### src/rtl/rr_mux_feeder.sv
// rr_mux_feeder: two-source round-robin arbiter feeding a registered
// a/b/sel operand stage for a downstream 2:1 mux, with per-source
// saturating transfer counters for debug.
module rr_mux_feeder #(
  parameter int WIDTH = 3,
  parameter int CNT_W = 8
) (
  input  logic             clk,
  input  logic             rst_n,
  input  logic             a_valid,
  input  logic [WIDTH-1:0] a_data,
  output logic             a_ready,
  input  logic             b_valid,
  input  logic [WIDTH-1:0] b_data,
  output logic             b_ready,
  output logic             out_valid,
  output logic [WIDTH-1:0] out_a,
  output logic [WIDTH-1:0] out_b,
  output logic             out_sel,
  input  logic             out_ready,
  output logic [CNT_W-1:0] cnt_a,
  output logic [CNT_W-1:0] cnt_b
);

  typedef enum logic {
    PRI_A = 1'b0,
    PRI_B = 1'b1
  } pri_t;

  pri_t state;
  pri_t state_next;
  logic load_ok;
  logic grant_a;
  logic grant_b;

  // Priority state register
  always_ff @(posedge clk or negedge rst_n) begin
    if (!rst_n) state <= PRI_A;
    else        state <= state_next;
  end

  // Grant selection and next priority: the side just served loses the next tie
  always_comb begin
    load_ok    = !out_valid || out_ready;
    grant_a    = 1'b0;
    grant_b    = 1'b0;
    state_next = state;
    if (load_ok) begin
      if (a_valid && b_valid) begin
        grant_a = (state == PRI_A);
        grant_b = (state == PRI_B);
      end else begin
        grant_a = a_valid;
        grant_b = b_valid;
      end
    end
    if (grant_a)      state_next = PRI_B;
    else if (grant_b) state_next = PRI_A;
    a_ready = grant_a;
    b_ready = grant_b;
  end

  // Registered operand stage; the losing operand is captured only if valid
  always_ff @(posedge clk or negedge rst_n) begin
    if (!rst_n) begin
      out_valid <= 1'b0;
      out_a     <= '0;
      out_b     <= '0;
      out_sel   <= 1'b0;
    end else if (load_ok) begin
      out_valid <= grant_a || grant_b;
      if (grant_a) begin
        out_a   <= a_data;
        out_sel <= 1'b0;
        if (b_valid) out_b <= b_data;
      end else if (grant_b) begin
        out_b   <= b_data;
        out_sel <= 1'b1;
        if (a_valid) out_a <= a_data;
      end
    end
  end

  // Saturating per-source transfer counters
  always_ff @(posedge clk or negedge rst_n) begin
    if (!rst_n) begin
      cnt_a <= '0;
      cnt_b <= '0;
    end else begin
      if (a_valid && a_ready && (cnt_a != '1)) cnt_a <= cnt_a + 1'b1;
      if (b_valid && b_ready && (cnt_b != '1)) cnt_b <= cnt_b + 1'b1;
    end
  end

endmodule

### config.mk
export PLATFORM = sky130hd
export DESIGN_NAME = rr_mux_feeder
export DESIGN_NICKNAME = d
export VERILOG_FILES = /design/src/rtl/rr_mux_feeder.sv
export SDC_FILE = /design/constraint.sdc
export NUM_CORES = 1
export LEC_CHECK = 0
export CORE_ASPECT_RATIO = 0.7
export CORE_MARGIN = 5
export CORE_UTILIZATION = 45
export DETAILED_ROUTE_END_ITERATION = 10
export GPL_ROUTABILITY_DRIVEN = 1
export HOLD_SLACK_MARGIN = 0.03
export PLACE_DENSITY = 0.79
export SLEW_MARGIN = 25
export SYNTH_ARGS = -nofsm -noshare
export SYNTH_HDL_FRONTEND = slang
export SYNTH_SLANG_ARGS = --single-unit
### constraint.sdc
create_clock -name clk -period 1.7 [get_ports clk]
set_input_delay 0.34 -clock clk [delete_from_list [all_inputs] [get_ports clk]]
set_output_delay 0.34 -clock clk [all_outputs]
set_load 0.01 [all_outputs]
==> results of run 1 <==
==> power groups by stage <==
stage	Clock, uW	Combinational, uW	Sequential, uW
final	341	997	976
after floorplan	0	321	1070
after global routing	385	1070	1020
after CTS	359	997	969
after detailed placement	0	993	980
after global placement	0	965	967
==> stage by stage <==
| step | hold WS (ns) | setup slack, ns | setup TNS, ns |
|---|---|---|---|
| after CTS | 0.4519 | 0.02944 | 0 |
| after detailed placement | 0.4913 | -0.3779 | -2.103 |
| after floorplan | 0.04441 | 0.09823 | 0 |
| after global placement | 0.4802 | -0.3569 | -1.693 |
| after global routing | 0.4681 | 0.003767 | 0 |
| final | 0.4472 | 0.05714 | 0 |
==> timing repair <==
item | 4_1_cts | 5_1_grt
gates resized for setup | 11 | 3
endpoints found under the setup margin | 2 | 4
pin swaps | 0 | 0
gates cloned | 0 | 0
hold buffers | 0 | 0
==> flip-flops by register name, indices dropped and copies added, names as in the netlist <==
register and flops:
cnt_a 8, cnt_b 8, out_a 3, out_b 3, out_sel 1, out_valid 1
state 1
==> synth_stat cells <==
| master | number | area (um^2) |
|---|---|---|
| o21ai_0 | 1 | 5.000 |
| o2111ai_4 | 1 | 26.28 |
| buf_4 | 1 | 7.510 |
| and2_1 | 1 | 6.260 |
| nor4_2 | 1 | 12.51 |
| and3_1 | 1 | 6.260 |
| xnor2_1 | 5 | 43.79 |
| a21oi_1 | 1 | 5.000 |
| nor2_1 | 6 | 22.52 |
| mux2_4 | 1 | 15.01 |
| ha_1 | 2 | 25.02 |
| nand4_4 | 1 | 21.27 |
| and3_2 | 1 | 7.510 |
| a41oi_1 | 1 | 8.760 |
| dfrtp_1 | 25 | 625.6 |
| nand4_1 | 5 | 31.28 |
| nor2b_4 | 1 | 13.76 |
| a21boi_0 | 1 | 7.510 |
| xor2_1 | 5 | 43.79 |
| nand2_1 | 12 | 45.04 |
| mux2_1 | 1 | 11.26 |
| a31oi_1 | 2 | 12.51 |
| nor3_1 | 2 | 10.01 |
| mux2_2 | 8 | 90.09 |
| inv_1 | 3 | 11.26 |
| nor2b_1 | 2 | 12.51 |
| nand3_2 | 1 | 10.01 |
| or3_1 | 1 | 6.260 |
| nand2b_2 | 2 | 17.52 |
| nand3_1 | 5 | 25.02 |
| nor4_1 | 1 | 6.260 |
| and4_4 | 1 | 11.26 |
==> worst min path at each step <==
stage               cells past startpoint  slack (ns)                   end           startpoint
detailed placement                      2        0.49   out_sel$_DFFE_PN0P_  out_sel$_DFFE_PN0P_
global route                            2        0.47  cnt_a[5]$_DFFE_PN0P_                rst_n
CTS                                     2        0.45  cnt_a[2]$_DFFE_PN0P_                rst_n
finish                                  2        0.45  cnt_b[7]$_DFFE_PN0P_                rst_n
global placement                        2        0.48   out_sel$_DFFE_PN0P_  out_sel$_DFFE_PN0P_
floorplan                               0        0.04  cnt_a[0]$_DFFE_PN0P_                rst_n
==> area by class of cell <==
type	instances	area share, %
clock buffer	4	2.528
sequential	25	35.25
inverter	3	0.6320
timing repair buffer	53	26.76
tap	34	2.388
multi-input combinational	73	32.44
==> cells by family (layout without fill, tap and decap cells) <==
family,after synthesis,in the layout,share of synthesized area [%]
DFF,25,25,51.98
buffers and inverters,4,60,1.559
AOI/OAI and AO/OA,7,7,5.405
and+or+nand+nor,44,44,22.04
adders and majority gates,2,2,2.079
xor gates and xnor gates,10,10,7.276
muxes,10,10,9.667
==> metal layers <==
metal	track usage, %	wire [um]	up-vias
met4	2.813	25	0
li1	-	-	474
met2	27.29	1263	30
met1	20.31	1254	470
met5	0	0	-
met3	5.313	180	4
==> layout by cell type, fill, tap and decap left out, types with 2 or more instances in the layout <==
cell / n
a31oi_1: 2
buf_2: 2
buf_4: 17
clkbuf_8: 3
clkdlybuf4s50_1: 33
dfrtp_1: 23
dfrtp_2: 2
ha_1: 2
inv_1: 3
mux2_2: 8
nand2_1: 12
nand3_1: 5
nand4_1: 5
nor2_1: 6
nor2b_1: 2
nor3_1: 2
xnor2_1: 5
xor2_1: 5
==> worst max-delay path, delay by kind of cell <==
| kind | cells | cell delay, ns |
|---|---|---|
| buf+inv | 2 | 0.62 |
| simple gates | 2 | 0.34 |
==> metrics.yaml, run 1 <==
run_status:
  status: "finished clean"
yosys:
  yosys.cell_types.count: 32
  yosys_register_bits: 25
  avgSynthCellArea_um2: 11.80
  syn-num-nets: 115
  seq_area_frac_synth_pct: 51.98
  synthCells: 102
  synth.cell_area_mm2: 0.001204
  ys_warn_count: 0
timing:
  fin_skew_ns: 0.001725
  rsz0062_at_grt: "false"
  setup_viol: 0
  slew-limit-headroom_pct: 76.46
  maxSlewViolCount: 0
  period_needed_ns: 1.643
  period_share_pct: 96.64
  fmax_mhz: 608.7
  tightest_slew_ns: 0.3499
  hold_viol: 0
pwr:
  p_seq_share_pct: 42.2
  p_int_uw: 1520
  pwr-share-comb_pct: 43.1
  cellLeakagePower_uw: 0.0007700
  p_per_area_mw_per_mm2: 1298
  finalPower_uw: 2313
  p_switching_uw: 793.3
  peakVddDrop_uv: 881.0
  sw_frac_of_total_pct: 34.29
  clkPwrFrac_pct: 14.8
grt:
  grt_first_pass_wirelength_um: 4664
  antenna_found_initial: 0
  grt-ovfl-total: 0
  grt_pass1_vias: 1048
  grt_max_degree: 26
  grt_usage_pct: 16.08
die:
  start_util_pct: 47.86
  fp-row-count: 15
  pin_count: 37
  die_area_mm2: 0.003826
  core_mm2: 0.002515
  fp.dieH_um: 53.27
  die_x_um: 71.82
drt:
  viasPerCell: 5.094
  wl_um: 2723
  ant_nets: 0
  dr.pass1.iters: 4
  wire_per_inst_um: 14.18
  vias: 978
  drc: 0
  initialDrtViolationCount: 30
layout:
  nets: 172
  synthToLayoutAreaGrowth_pct: 48.03
  stdcell_count: 192
  final_core_util_pct: 70.85
  fill_cells: 186
  n_antenna_cell: 0
  layout-drive-gt1-share_pct: 27.22
  multiInputGateArea_um2: 578.1
  final_area_mm2: 0.001782
  seq_area_um2: 628.1
hold_path:
  hold_path_class: "in -> async"
critical_path:
  rrSetupSlack_ns: 0.15
  crit_path_end: "b_ready"
  start_kind: "primary input"
  cp.required_ns: 1.36
  reg2reg_to: "cnt_b[1]$_DFFE_PN0P_"
  crit_chain: "clkdlybuf4s50_1 > nand2b_4 > and3_4 > buf_2"
  r2r_cells: 4
  cp_max_fo: 4
  rr_startpoint: "cnt_b[0]$_DFFE_PN0P_"
  slowest_delay_ns: 0.49
  critPathLaunch: "out_ready"
  cp.arrival_ns: 1.30
  crit_type: "in -> out"
  cpMaxStageDelayCell: "clkdlybuf4s50_1"
  cp-end-kind: "output pin"
placement:
  place_inst: 188
  gp_congestion: 0.8709
  dp.final_hpwl_um: 2117
  post_dp_cell_area_mm2: 0.001727
  io_buffers: 36
flow_run:
  max_cap_viol_count: 0
cts:
  clk_path_buf_depth: 2
  clkTransAtPathRegs_ns: 0.08
  cts_tree: "yes"
  h-tree-depth: 1
  clkLatencyLatePin_ns: 0.26
  cts_setup_buffers: 0
  cts_root_buffer: "clkbuf_8"
  cts_sinks: 25
  numCtsBuffers: 3
Power figures use the tool's default switching activity.
==> run 2: changes to the inputs <==
--- a/config.mk
+++ b/config.mk
@@ -11,7 +11,7 @@
 export DETAILED_ROUTE_END_ITERATION = 10
 export GPL_ROUTABILITY_DRIVEN = 1
 export HOLD_SLACK_MARGIN = 0.03
-export PLACE_DENSITY = 0.79
+export PLACE_DENSITY = 0.8
 export SLEW_MARGIN = 25
 export SYNTH_ARGS = -nofsm -noshare
 export SYNTH_HDL_FRONTEND = slang
==> metrics.yaml, run 2 (synthesis results as in run 1) <==
grt:
  grtUsageMet2_pct: 27.59  # was 27.29%
  grt_max_degree: 26  # unchanged
  antenna_found_initial: 0  # unchanged
  met1_usage_pct: 19.86  # was 20.31%
  grt_pass1_vias: 980  # was 1,048
  grt-ovfl-total: 0  # unchanged
  grt_first_pass_wirelength_um: 4678  # was 4664 um
  grt_usage_pct: 16.17  # was 16.08%
  use_met3_pct: 6.072  # was 5.313%
  busiest_layer: "met2"  # unchanged
cts:
  cts_root_buffer: "clkbuf_8"  # unchanged
  clkLatencyLatePin_ns: 0.27  # was 0.26 ns
  cts_sinks: 25  # unchanged
  clk_path_buf_depth: 2  # unchanged
  cts_tree: "yes"  # unchanged
  clkTransAtPathRegs_ns: 0.08  # about the same
  h-tree-depth: 1  # unchanged
  numCtsBuffers: 3  # unchanged
timing:
  fin_skew_ns: 0.006023  # was 0.001725 ns
  hold_viol: 0  # unchanged
  tightest_slew_ns: 0.3484  # was 0.3499 ns
  maxSlewViolCount: 0  # unchanged
  period_share_pct: 96.58  # was 96.64%
  setup_viol: 0  # unchanged
  period_needed_ns: 1.642  # was 1.643 ns
  slew-limit-headroom_pct: 76.58  # was 76.46%
  rsz0062_at_grt: "false"  # unchanged
  fmax_mhz: 609.1  # was 608.7 MHz
drt:
  vias: 978  # unchanged
  ant_nets: 0  # unchanged
  dr.pass1.iters: 4  # unchanged
  wl_um: 2682  # was 2723 um
  viasPerCell: 5.147  # was 5.094
  initialDrtViolationCount: 39  # was 30
  drc: 0  # unchanged
  wire_per_inst_um: 14.12  # was 14.18 um
critical_path:
  rrSetupSlack_ns: 0.14  # was 0.15 ns
  slowest_delay_ns: 0.53  # was 0.49 ns
  cp-end-kind: "output pin"  # unchanged
  start_kind: "flop"  # was primary input
  cp.required_ns: 1.36  # about the same
  crit_type: "reg -> out"  # was in -> out
  r2r_cells: 4  # unchanged
  cpMaxStageDelayCell: "clkdlybuf4s50_1"  # unchanged
  crit_chain: "buf_4 > clkdlybuf4s50_1"  # was clkdlybuf4s50_1 > nand2b_4 > and3_4 > buf_2
  rr_startpoint: "cnt_b[0]$_DFFE_PN0P_"  # unchanged
  reg2reg_to: "cnt_b[1]$_DFFE_PN0P_"  # unchanged
  cp.arrival_ns: 1.30  # about the same
  cp_max_fo: 5  # was 4
placement:
  dp.final_hpwl_um: 2128  # was 2117 um
  gp_congestion: 0.8523  # was 0.8709
  io_buffers: 36  # unchanged
  place_inst: 185  # was 188
die:
  core_mm2: 0.002515  # unchanged
  pin_count: 37  # unchanged
  die_x_um: 71.82  # unchanged
  fp.dieH_um: 53.27  # unchanged
  start_util_pct: 47.86  # unchanged
  die_area_mm2: 0.003826  # unchanged
  fp-row-count: 15  # unchanged
pwr:
  p_per_area_mw_per_mm2: 1304  # was 1298 mW/mm^2
  finalPower_uw: 2295  # was 2313 uW
  cellLeakagePower_uw: 0.0007571  # was 0.0007700 uW
  peakVddDrop_uv: 678.4  # was 881.0 uV
layout:
  fill_cells: 205  # was 186
  stdcell_count: 190  # was 192
  layout_commonest_cell: "clkdlybuf4s50_1"  # unchanged
  layout_common_cells: "32 x clkdlybuf4s50_1, 21 x dfrtp_1, 15 x buf_4, 12 x nand2_1, 8 x mux2_2"  # was 33 x clkdlybuf4s50_1, 23 x dfrtp_1, 17 x buf_4, 12 x nand2_1, 8 x mux2_2
  multiInputGateArea_um2: 569.3  # was 578.1 um^2
  layout-drive-gt1-share_pct: 28.21  # was 27.22%
  nets: 170  # was 172
  reg_top3: "cnt_a: 8 flops, cnt_b: 8 flops"  # unchanged
  synthToLayoutAreaGrowth_pct: 46.15  # was 48.03%
  n_antenna_cell: 0  # unchanged
  seq_area_um2: 630.6  # was 628.1 um^2
hold_path:
  hold_path_class: "in -> async"  # unchanged
run_status:
  status: "finished clean"  # unchanged
flow_run:
  max_cap_viol_count: 0  # unchanged
## run 2: changes by cell type in the layout (fill, tap and decap cells not counted)
| cell | before | now |
|---|---|---|
| dfrtp_2 | 2 | 4 |
| nor4_4 | 1 | 0 |
| inv_1 | 3 | 2 |
| buf_4 | 17 | 15 |
| nor4_2 | 0 | 1 |
| inv_2 | 0 | 1 |
| clkdlybuf4s50_1 | 33 | 32 |
| dlygate4sd2_1 | 1 | 2 |
| dfrtp_1 | 23 | 21 |
## run 2: cell type report
class	count	share of cell area (%)
sequential	25	35.85
multi-input combinational	73	32.36
timing repair buffer	51	26.17
clock buffer	4	2.560
tap	34	2.418
inverter	3	0.6401
## run 2: routing by layer
layer | up-vias | wire length, um
met5 | - | 0
met4 | 0 | 19
met3 | 4 | 187
met2 | 25 | 1344
met1 | 477 | 1131
li1 | 472 | -
## run 2: report_power, final
group	internal, uW	switching, uW	total (uW)	leakage, uW
combinational	569	395	964	0.000439
sequential	779	205	984	0.000295
clock	168	179	347	0.0000228
## run 2: stage by stage
stage          hold slack [ns]  util (%)  cell area [um^2]  setup TNS [ns]  worst slack (ns)
6_report                0.4253     69.95              1759               0           0.05814
2_1_floorplan          0.04441         -              1204               0           0.09823
5_1_grt                 0.4715     69.95              1759               0           0.01640
3_5_place_dp            0.5024     67.76              1704          -2.103           -0.3564
4_1_cts                 0.4440     70.00              1760               0          0.002287
3_3_place_gp            0.4823     67.76              1704          -1.699           -0.3446
## run 2: how the worst max path moves through the flow
stage | start | slack, ns | to
floorplan | cnt_b[0]$_DFFE_PN0P_ | 0.1 | cnt_b[1]$_DFFE_PN0P_
global placement | out_ready | -0.34 | b_ready
detailed placement | out_ready | -0.36 | b_ready
CTS | cnt_a[2]$_DFFE_PN0P_ | 0.002 | cnt_a[2]
global route | cnt_b[0]$_DFFE_PN0P_ | 0.02 | cnt_b[0]
finish | cnt_b[0]$_DFFE_PN0P_ | 0.06 | cnt_b[0]
## run 2: critical path, delay by kind of cell (launching register included)
| family | cells | cell delay [ns] |
|---|---|---|
| buffers and inverters | 2 | 0.67 |
| DFF | 1 | 0.36 |
## run 2: repair_timing
| action | in CTS | in global routing |
|---|---|---|
| gates cloned | 0 | 0 |
| setup endpoints to repair | 2 | 5 |
| gates resized for setup | 12 | 5 |
| buffers inserted | 1 | 0 |
| hold buffers | 0 | 0 |
==> run 3: changes to the inputs <==
--- a/config.mk
+++ b/config.mk
@@ -5,13 +5,15 @@
 export SDC_FILE = /design/constraint.sdc
 export NUM_CORES = 1
 export LEC_CHECK = 0
+export ABC_AREA = 1
 export CORE_ASPECT_RATIO = 0.7
-export CORE_MARGIN = 5
-export CORE_UTILIZATION = 45
+export CORE_MARGIN = 10
+export CORE_UTILIZATION = 47
 export DETAILED_ROUTE_END_ITERATION = 10
 export GPL_ROUTABILITY_DRIVEN = 1
 export HOLD_SLACK_MARGIN = 0.03
-export PLACE_DENSITY = 0.8
+export PLACE_DENSITY = 0.82
+export SKIP_LAST_GASP = 1
 export SLEW_MARGIN = 25
 export SYNTH_ARGS = -nofsm -noshare
 export SYNTH_HDL_FRONTEND = slang
==> metrics.yaml, run 3 <==
cts:
  cts_sinks: 25  # unchanged
  clkLatencyLatePin_ns: 0.27  # about the same
  cts_setup_buffers: 0  # was 1
  h-tree-depth: 1  # unchanged
  clk_path_buf_depth: 2  # unchanged
  numCtsBuffers: 3  # unchanged
  clkTransAtPathRegs_ns: 0.09  # was 0.08 ns
  cts_tree: "yes"  # unchanged
  cts_root_buffer: "clkbuf_8"  # unchanged
  ctsHoldBuffers: 0  # unchanged
critical_path:
  r2r_cells: 7  # was 4
  reg2reg_to: "cnt_b[6]$_DFFE_PN0P_"  # was cnt_b[1]$_DFFE_PN0P_
  critPathBufInv: 1  # was 2
  rr_startpoint: "cnt_b[0]$_DFFE_PN0P_"  # unchanged
  critPathLaunch: "cnt_b[3]$_DFFE_PN0P_"  # was cnt_b[0]$_DFFE_PN0P_
  crit_type: "reg -> out"  # unchanged
  cp_max_fo: 6  # was 5
  slowest_delay_ns: 0.58  # was 0.53 ns
  rrSetupSlack_ns: 0.28  # was 0.14 ns
  crit_chain: "clkdlybuf4s50_1"  # was buf_4 > clkdlybuf4s50_1
  cp.depth: 1  # was 2
  critPathTopFamily: "buffers and inverters"  # unchanged
  cp.arrival_ns: 1.30  # about the same
  cpMaxStageDelayCell: "clkdlybuf4s50_1"  # unchanged
  cp-end-kind: "output pin"  # unchanged
  crit_path_end: "cnt_b[3]"  # was cnt_b[0]
  cp.required_ns: 1.36  # about the same
  start_kind: "flop"  # unchanged
yosys:
  synth_edf_count: 0  # unchanged
  netlist_top_cells_area: "dfrtp_1 47%, nand2_1 27%, inv_1 5.4%"  # was dfrtp_1 52%, mux2_2 7.5%, nand2_1 3.7%
  ys_warn_count: 0  # unchanged
  syn-num-nets: 195  # was 115
  synthCells: 182  # was 102
  yosys.area.top_type: "dfrtp_1"  # unchanged
  yosys.cell_types.count: 18  # was 32
  avgSynthCellArea_um2: 7.287  # was 11.80 um^2
  ys.flop_type: "dfrtp_1"  # unchanged
  yosys.area.top_type_share_pct: 47.17  # was 51.98%
  synth.cell_area_mm2: 0.001326  # was 0.001204 mm^2
  synth_commonest_cells: "95 x nand2_1, 25 x dfrtp_1, 19 x inv_1"  # was 25 x dfrtp_1, 12 x nand2_1, 8 x mux2_2
  synth.most_common_cell: "nand2_1"  # was dfrtp_1
  seq_area_frac_synth_pct: 47.17  # was 51.98%
  async_flop_share_pct: 100.0  # unchanged
  yosys_register_bits: 25  # unchanged
layout:
  reg_top3: "cnt_a: 8 flops, cnt_b: 8 flops"  # unchanged
  layout_commonest_cell: "nand2_1"  # was clkdlybuf4s50_1
  nets: 244  # was 170
  layout_common_cells: "95 x nand2_1, 33 x clkdlybuf4s50_1, 23 x dfrtp_1, 19 x inv_1, 11 x nor2_1"  # was 32 x clkdlybuf4s50_1, 21 x dfrtp_1, 15 x buf_4, 12 x nand2_1, 8 x mux2_2
  layout-drive-gt1-share_pct: 10.87  # was 28.21%
  n_antenna_cell: 0  # unchanged
  synthToLayoutAreaGrowth_pct: 38.11  # was 46.15%
  final_area_mm2: 0.001832  # was 0.001759 mm^2
  final_core_util_pct: 66.79  # was 69.95%
placement:
  post_dp_cell_area_mm2: 0.001792  # was 0.001704 mm^2
  io_buffers: 36  # unchanged
  gp_congestion: 0.8240  # was 0.8523
  place_ws_ns: -0.2733  # was -0.3564 ns
  dp.final_hpwl_um: 2330  # was 2128 um
drt:
  dr.pass1.iters: 4  # unchanged
  wl_um: 2989  # was 2682 um
  ant_nets: 0  # unchanged
  routed.top_layer: "met4"  # unchanged
  met3_wirelength_um: 196  # was 187 um
  viasPerCell: 4.617  # was 5.147
  wire_per_inst_um: 11.24  # was 14.12 um
  wl_met1_um: 1481  # was 1131 um
  wl_met2_um: 1300  # was 1344 um
  initialDrtViolationCount: 55  # was 39
  vias: 1228  # was 978
  drc: 0  # unchanged
timing:
  setup_viol: 0  # unchanged
  tightest_slew_ns: 0.3221  # was 0.3484 ns
  fin_skew_ns: 0.003063  # was 0.006023 ns
  period_needed_ns: 1.642  # about the same
  worst_hold_slack_ns: 0.4243  # was 0.4253 ns
  layout_setup_ws_ns: 0.05789  # was 0.05814 ns
  slew-limit-headroom_pct: 78.53  # was 76.58%
  maxSlewViolCount: 0  # unchanged
  period_share_pct: 96.59  # was 96.58%
  tns_ns: 0  # unchanged
  fmax_mhz: 609.0  # was 609.1 MHz
  hold_viol: 0  # unchanged
  rsz0062_at_grt: "false"  # unchanged
die:
  pin_count: 37  # unchanged
  fp.dieH_um: 64.45  # was 53.27 um
  die_area_mm2: 0.005381  # was 0.003826 mm^2
  fp-row-count: 16  # was 15
  die_x_um: 83.49  # was 71.82 um
  core_mm2: 0.002743  # was 0.002515 mm^2
  start_util_pct: 48.36  # was 47.86%
grt:
  grt_first_pass_wirelength_um: 4885  # was 4678 um
  grt-ovfl-total: 0  # unchanged
  grt_pass1_vias: 1078  # was 980
  grt_usage_pct: 10.62  # was 16.17%
  antenna_found_initial: 0  # unchanged
  grt_max_degree: 26  # unchanged
hold_path:
  hold_path_class: "in -> async"  # unchanged
pwr:
  cellLeakagePower_uw: 0.0009339  # was 0.0007571 uW
  peakVddDrop_uv: 648.9  # was 678.4 uV
  p_per_area_mw_per_mm2: 1071  # was 1304 mW/mm^2
flow_run:
  max_cap_viol_count: 0  # unchanged
run_status:
  status: "finished clean"  # unchanged
[run 3: worst min path at each step]
stage                          from                    to  slack, ns  cells after the start
3_3_place_gp   out_a[1]$_DFFE_PN0P_  out_a[1]$_DFFE_PN0P_       0.46                      2
4_1_cts                       rst_n  cnt_a[5]$_DFFE_PN0P_       0.43                      2
3_5_place_dp   out_a[1]$_DFFE_PN0P_  out_a[1]$_DFFE_PN0P_       0.46                      2
2_1_floorplan                 rst_n  cnt_a[0]$_DFFE_PN0P_       0.04                      0
5_1_grt                       rst_n  cnt_b[7]$_DFFE_PN0P_       0.45                      2
6_report                      rst_n  cnt_b[7]$_DFFE_PN0P_       0.42                      2
[run 3: cells by family (layout without fill, tap and decap cells)]
logic type	Yosys count	after routing	synth area share (%)
AOI/OAI and AO/OA	4	4	1.698
xor gates and xnor gates	6	6	3.962
adders and majority gates	2	2	1.886
buffers and inverters	20	68	5.849
DFF	25	25	47.17
and+or+nand+nor	125	125	39.43
[run 3: final cells by class]
cell class,instances,area [um^2]
fill,231,910.9
sequential,25,628.1
clock buffer,3,41.29
tap,36,45.04
inverter,20,77.57
clock inverter,1,7.507
multi-input combinational,137,623.1
timing repair buffer,44,409.1
[run 3: metrics by stage]
step | total power, uW | cells
after floorplan | 1223 | 182
after global placement | 1622 | 262
after detailed placement | 1632 | 262
after CTS | 1986 | 266
after global routing | 2094 | 266
final | 1961 | 266
[run 3: power breakdown]
group | switching, uW | internal (uW)
logic | 342 | 390
registers | 153 | 726
clock network | 184 | 166
total | 679 | 1280
[run 3: repair_timing]
| item | in CTS | in global routing |
|---|---|---|
| cloned | 0 | 0 |
| resized for setup | 5 | 4 |
| setup endpoints to repair | 2 | 4 |
[run 3: metal layers]
| layer | GRT usage, % | up-vias |
|---|---|---|
| met5 | 0 | - |
| met4 | 2.500 | 0 |
| met3 | 3.620 | 3 |
| met2 | 16.54 | 32 |
| met1 | 13.94 | 545 |
| li1 | - | 648 |
